<file path="config.mk">
export PLATFORM = sky130hd
export DESIGN_NAME = sixty_ctrl
export DESIGN_NICKNAME = d
export VERILOG_FILES = /design/src/rtl/sixty_ctrl.sv
export SDC_FILE = /design/constraint.sdc
export NUM_CORES = 1
export LEC_CHECK = 0
export ABC_CLOCK_PERIOD_IN_PS = 2720
export CAP_MARGIN = 0
export CORE_UTILIZATION = 55
export CTS_CLUSTER_DIAMETER = 60
export DETAILED_ROUTE_END_ITERATION = 16
export HOLD_SLACK_MARGIN = 0.02
export PLACE_DENSITY = 0.86
export SYNTH_ARGS = -nofsm -noshare
export SYNTH_HDL_FRONTEND = slang
export SYNTH_SLANG_ARGS = --single-unit
export TNS_END_PERCENT = 20
</file>
<file path="constraint.sdc">
create_clock -name clk -period 2.72 [get_ports clk]
set_clock_uncertainty 0.2 [all_clocks]
set_input_delay 0.272 -clock clk [delete_from_list [all_inputs] [get_ports clk]]
set_output_delay 0.272 -clock clk [all_outputs]
set_load 0.01 [all_outputs]
</file>
<file path="src/rtl/sixty_ctrl.sv">
// Run controller for a mod-60 BCD seconds counter: tick prescaler, run/pause/clear
// sequencing, manual digit set, wrap carry and alarm-match pulse.
module sixty_ctrl #(
  parameter int unsigned TICK_DIV = 100_000_000
) (
  input  logic       clk,
  input  logic       rst,
  input  logic       start,
  input  logic       stop,
  input  logic       clear,
  input  logic       btn_mode,
  input  logic       btn_inc,
  input  logic       alarm_en,
  input  logic [2:0] alarm_tens,
  input  logic [3:0] alarm_units,
  output logic [3:0] units,
  output logic [2:0] tens,
  output logic       carry,
  output logic       alarm,
  output logic       running,
  output logic [2:0] state
);

  localparam int unsigned PW = (TICK_DIV > 1) ? $clog2(TICK_DIV) : 1;
  localparam logic [PW-1:0] PRESC_TOP = PW'(TICK_DIV - 1);

  typedef enum logic [2:0] {
    IDLE  = 3'd0,
    RUN   = 3'd1,
    PAUSE = 3'd2,
    SET_U = 3'd3,
    SET_T = 3'd4
  } state_e;

  state_e        r_state;
  logic [3:0]    r_units;
  logic [2:0]    r_tens;
  logic [PW-1:0] r_presc;
  logic          r_carry;
  logic          r_alarm;
  logic          r_running;

  state_e        w_state_nxt;
  logic [3:0]    w_units_nxt;
  logic [2:0]    w_tens_nxt;
  logic [PW-1:0] w_presc_nxt;
  logic          w_carry_nxt;
  logic          w_alarm_nxt;
  logic          w_alarm_valid;

  // Out-of-range alarm settings are never allowed to match.
  assign w_alarm_valid = alarm_en && (alarm_units <= 4'd9) && (alarm_tens <= 3'd5);

  always_ff @(posedge clk or negedge rst) begin
    if (!rst) begin
      r_state   <= IDLE;
      r_units   <= 4'd0;
      r_tens    <= 3'd0;
      r_presc   <= '0;
      r_carry   <= 1'b0;
      r_alarm   <= 1'b0;
      r_running <= 1'b0;
    end else begin
      r_state   <= w_state_nxt;
      r_units   <= w_units_nxt;
      r_tens    <= w_tens_nxt;
      r_presc   <= w_presc_nxt;
      r_carry   <= w_carry_nxt;
      r_alarm   <= w_alarm_nxt;
      r_running <= (w_state_nxt == RUN);
    end
  end

  // Next state, digits and pulses; priority clear > stop > start > mode > inc.
  always_comb begin
    w_state_nxt = r_state;
    w_units_nxt = r_units;
    w_tens_nxt  = r_tens;
    w_presc_nxt = r_presc;
    w_carry_nxt = 1'b0;
    w_alarm_nxt = 1'b0;

    if (clear) begin
      w_state_nxt = IDLE;
      w_units_nxt = 4'd0;
      w_tens_nxt  = 3'd0;
      w_presc_nxt = '0;
    end else begin
      case (r_state)
        IDLE, PAUSE: begin
          if (!stop) begin
            if (start) begin
              w_state_nxt = RUN;
            end else if (btn_mode) begin
              w_state_nxt = SET_U;
              w_presc_nxt = '0;
            end
          end
        end
        RUN: begin
          // A stop landing on a tick suppresses it; the prescaler keeps its value.
          if (stop) begin
            w_state_nxt = PAUSE;
          end else if (r_presc == PRESC_TOP) begin
            w_presc_nxt = '0;
            if (r_units != 4'd9) begin
              w_units_nxt = r_units + 4'd1;
            end else begin
              w_units_nxt = 4'd0;
              if (r_tens != 3'd5) begin
                w_tens_nxt = r_tens + 3'd1;
              end else begin
                w_tens_nxt  = 3'd0;
                w_carry_nxt = 1'b1;
              end
            end
            w_alarm_nxt = w_alarm_valid && (w_units_nxt == alarm_units) &&
                          (w_tens_nxt == alarm_tens);
          end else begin
            w_presc_nxt = r_presc + PW'(1);
          end
        end
        SET_U: begin
          if (btn_mode) begin
            w_state_nxt = SET_T;
          end else if (btn_inc) begin
            w_units_nxt = (r_units == 4'd9) ? 4'd0 : r_units + 4'd1;
          end
        end
        SET_T: begin
          if (btn_mode) begin
            w_state_nxt = PAUSE;
          end else if (btn_inc) begin
            w_tens_nxt = (r_tens == 3'd5) ? 3'd0 : r_tens + 3'd1;
          end
        end
        default: begin
          w_state_nxt = IDLE;
        end
      endcase
    end
  end

  assign units   = r_units;
  assign tens    = r_tens;
  assign carry   = r_carry;
  assign alarm   = r_alarm;
  assign running = r_running;
  assign state   = r_state;

endmodule

</file>
==> metrics.txt <==
Max Slew Vio Count 0; total grt overflow 0; crit-path cells ha_1, nand3b_1, o31ai_1, nand2_1, nor2_1, mux2_1; FP Rows 24; critical hold path startpoint r_presc[2]; largest net degree at the start of global routing a little over 40; setup slack, reg-to-reg 0.49 ns; Setup crit end kind flip-flop; first-pass GRT wire length a little over 9000 µm; Die H 70.8 µm; remaining antenna violation count 0; ranking of synthesized cells by area dfrtp_1, xor2_1, nor2_1, nand3_1, nand2_1; endpoints failing setup 0; layout net count 325; DIE WIDTH 70.8 µm; CTS tree yes; CP startpoint units[0]; Placeable Area 4440 µm²; Worst-Skew Late Latency roughly 0.29 ns; Die ar. 5010 µm²; Post-synth EDFFs 0; Power Total 1100 µW; Hold WC Path Type reg -> reg; RSZ-0062 raised after global routing false; Top FF cell, synth dfrtp_1; Cells after Synth approximately 280; pre-CTS setup slack 0.374 ns; Setup TNS Final 0 ns; Seq/Total Area, Yosys 0.384; routed vias 2,206; worst reg-to-reg path cell count 6; ANT cells 0; Post-Syn Area about 2600 µm²; WS Path Type reg -> reg; starting density of the core 0.586; #FFs+latches synth 40; Peak VDD IR roughly 0.28 mV; initial antenna violation count 0; status complete, no violations; fin crit share 0.819; DRC violations left 0; Worst Hold End r_presc[2]; CTS sink cnt 40; final instance area 2960 µm²; gr usage total 0.231; Max Clk Rate 0.449 GHz; post-synth top area cell dfrtp_1; Final GP Congestion 0.897; DR pass1 iterations 6; H-tree depth 2; PnR worst setup slack 0.492 ns; Post-DP HPWL 3760 µm; vias in the first global route 2,061; Req. time, crit path between 2 and 3 ns; Critical R2R Capture tens[0]; Async SR Flop Fraction 1.00; Critical Path AT 2.21 ns; Post-Route Utilization 0.666; Post-DP Area 2870 µm²; Final Hold Vio Count 0; Yosys warning total 0; Cell variety after synth 61; Synth top area share 0.384; Clock Pin Slew Worst Setup and Hold Paths 0.08 ns; Max-Cap Viols 0; Ports 28; LEAKAGE 0.00123 µW; DR WL/cell 14.9 µm; crit-path max cell delay around 0.48 ns; Post-Route WL between 5000 and 6000 µm; cell depth of the worst hold path 1; reg2reg start units[0]; Clock Path Buffers 2; share of cells above drive strength 1 0.0912; Least-Margin Pin Slew 0.875 ns; relative slew slack 0.416; Slowest cell on crit path dfrtp_1; Port Buffers 27; Num CTS Buffers 5; Post-CTS Setup Bufs 0; syn_area_per_cell 9.17 µm²; Initial DRC Count 129; final worst path period need 2.23 ns; CP startpoint kind flip-flop; clock root cell clkbuf_8; Syn-to-layout area delta 13.7%; power density over the cells 373 nW/µm²; CP max FO 7; Mapped Nets 302; via/cell ratio roughly 6.1
## metrics by stage
stage	hold WS [ns]	instances
global route	0.383	359
finish	0.348	359
global placement	0.242	351
floorplan	-0.224	284
detailed placement	0.247	351
CTS	0.347	359
## area by class of cell
type | instances | area, µm²
multi-input cells | 223 | 1500
fillers | 368 | 1480
flip-flops and latches | 40 | 1000
repair buffers | 31 | 298
clock buffers | 6 | 72.6
well taps | 52 | 65.1
inverters | 6 | 22.5
clock inverters | 1 | 5.00
## worst max-delay path: cells and delay by family, from the launching register on
kind,cells,cell delay (ns)
AOI/OAI and AO/OA,1,0.32
DFF,1,0.48
adders and majority gates,1,0.33
and+or+nand+nor,3,0.44
muxes,1,0.33
## synth_stat cells, types with 4 or more instances
master / instances
and3_1: 7
xor2_1: 18
buf_2: 6
a31oi_1: 4
inv_1: 6
nor2_1: 38
nand2_1: 20
nor2b_1: 5
nor3_1: 7
o21ai_0: 5
nand3_1: 18
nand2b_1: 4
o21ai_1: 9
dfrtp_1: 40
nand4_1: 12
clkbuf_1: 4
a21oi_1: 9
## report_power, final
part	leakage, µW	internal, µW	switching, µW
combinational	0.000627	52.5	75.9
sequential	0.000558	598	8.26
clock	0.0000410	174	194
## what timing repair did
action,in CTS,in global routing
endpoints found under the hold margin,40,0
gates resized for setup,0,0
hold buffers,1,0
## per-layer routing
layer	track usage	vias to the layer above	part of all wire
li1	-	1081	-
met1	0.301	1075	0.47
met2	0.393	42	0.49
met3	0.0442	8	0.031
met4	0.0711	0	0.016
met5	0	-	0
## flip-flops by register name, indices dropped and copies added, names as in the netlist
register	count
r_presc	27
alarm	1
tens	3
state	3
carry	1
units	4
running	1
## how the worst max path moves through the flow
stage	endpoint	slack (ns)	cells past startpoint
2_1_floorplan	tens[0]	0.73	6
3_3_place_gp	r_presc[10]	0.44	7
3_5_place_dp	r_presc[20]	0.37	7
4_1_cts	tens[0]	0.50	6
5_1_grt	tens[0]	0.30	6
6_report	tens[0]	0.49	6
## layout by cell type, fill, tap and decap left out, drive strengths merged, types with 6 or more instances in the layout
| cell type | count |
|---|---|
| dfrtp | 40 |
| nor2 | 39 |
| clkdlybuf4s50 | 26 |
| nand2 | 20 |
| nand3 | 18 |
| xor2 | 18 |
| o21ai | 14 |
| nand4 | 13 |
| a21oi | 12 |
| nor3 | 8 |
| and3 | 7 |
| inv | 6 |
| clkbuf | 6 |
| nor4 | 6 |
## logic make-up (layout without fill, tap and decap cells)
kind of cell / Yosys count / count (layout) / synth area share
and+or+nand+nor: 144 / 144 / 0.328
AOI/OAI and AO/OA: 49 / 49 / 0.137
DFF: 40 / 40 / 0.384
xor gates and xnor gates: 21 / 21 / 0.0706
buffers and inverters: 21 / 44 / 0.0408
muxes: 6 / 6 / 0.0245
adders and majority gates: 3 / 3 / 0.0144
(Power assumes the default switching activity.)
==> RTL change, RTL diff (config.mk and constraints unchanged) <==
The parameter `TICK_DIV` goes from 100_000_000 to 50_000_000.
--- a/src/rtl/sixty_ctrl.sv
+++ b/src/rtl/sixty_ctrl.sv
@@ -1,7 +1,7 @@
 // Run controller for a mod-60 BCD seconds counter: tick prescaler, run/pause/clear
 // sequencing, manual digit set, wrap carry and alarm-match pulse.
 module sixty_ctrl #(
-  parameter int unsigned TICK_DIV = 100_000_000
+  parameter int unsigned TICK_DIV = 50_000_000
 ) (
   input  logic       clk,
   input  logic       rst,
Function: same outputs for any inputs over 10 cycles, from zero or initial values and one cycle with rst low; that may be too few to reach the edited logic, so the function may still have changed.
==> RTL change against the unedited design <==
Highest routed layer unchanged; largest power group unchanged; synthesized area is 3.0% lower; setup slack got worse by 0.14 ns; total power fell by 0.50%; routed wire length up 6.7%; critical path type unchanged; design area down 0.38%; sequential cell count shrank 1; critical path depth stayed put; critical endpoint is now r_presc[19].
==> RTL change: results (changes against the unedited design) <==
[worst_setup_path]
slowest_delay_ns=0.89  ; +0.41 ns
rr_startpoint=state[0]
reg2regPathDepth=6  ; unchanged
critPathCapture=r_presc[19]
crit_arrival_ns=2.34  ; +0.13 ns
crit_family=simple AND/OR/NAND/NOR gates
slowest_stage=nor3_1
critPathMaxFanout=10  ; +3

[hold_path]
hp-class=reg2reg
worstHoldEndpoint=r_presc[0]
min_from=r_presc[0]

[cells_and_area]
largest_register_ff_count=26  ; -3.7%
drive_above_1_share_pct=10.06  ; +0.94 points
instances_no_fill=370  ; +3.1%

[place]
post-place-ws_ns=0.07987  ; -0.2942 ns
finalWeightedCongestion=0.8316  ; -7.3%
dp_cells=361  ; +2.8%
place_area_um2=2858  ; -0.52%
hpwl_mm=3.976  ; +5.6%

[synth]
synth_nets=301  ; -0.33%
ys_top_cells_by_area=dfrtp_1 (39%), xnor2_1 (8.3%), nor2_1 (5.4%), nand2_1 (3.1%), nor3_1 (3.0%)
synthTopCellsByCount=dfrtp_1 (39), nor2_1 (36), xnor2_1 (24), nand2_1 (21), nor3_1 (15)
synth_cells=285  ; +0.35%
yosysSeqAreaShare_pct=38.65  ; +0.21 points

[grt]
grt_pass1_wl_mm=9.998  ; +7.7%
antenna_found_initial=0  ; unchanged
grt_pass1_vias=2192  ; +6.4%
track_usage_pct=25.62  ; +2.5 points

[timing]
fin_crit_sh_pct=87.15  ; +5.2 points
hold_slack_ns=0.3071  ; -0.04092 ns
worstMarginPinSlew_ns=1.160  ; +0.2842 ns

[status]
status=complete, no violations

[route]
drtIter0Drc=223  ; +73%
drt_pass1_iterations=5  ; -1
wl_per_cell_um=15.41  ; +3.5%
vias_per_cell=6.159  ; +0.24%

[pwr]
p_leak_uw=0.001087  ; -11%

## RTL change: report_power, final
part / internal (uW) / switching (uW)
Combinational: 55.7 / 77.3
Clock: 180 / 199
Sequential: 583 / 2.53
Total: 819 / 279
## RTL change: cells by family after synthesis
kind of cell | count (synthesis) | share of synthesized area, %
fa+ha+maj | 1 | 0.4955
simple gates | 146 | 33.35
compound gates | 48 | 12.89
xor+xnor | 28 | 9.712
buf+inv | 22 | 4.510
mux | 1 | 0.3964
flops | 39 | 38.65
## RTL change: layer usage
layer	vias up	track usage, %	part of all wire, %
met1	1075	31.81	43
met4	0	9.111	1.6
met2	96	43.91	49
li1	1099	-	-
met5	-	0	0
met3	9	5.669	6.2
## RTL change: area by class of cell
class                   instances  area (um^2)
clock inverters                 1        5.005
inverters                       7        26.28
clock buffers                   7        76.32
repair buffers                 40        365.4
multi-input cells             224         1435
fillers                       361         1435
well taps                      52        65.06
flip-flops and latches         39        975.9
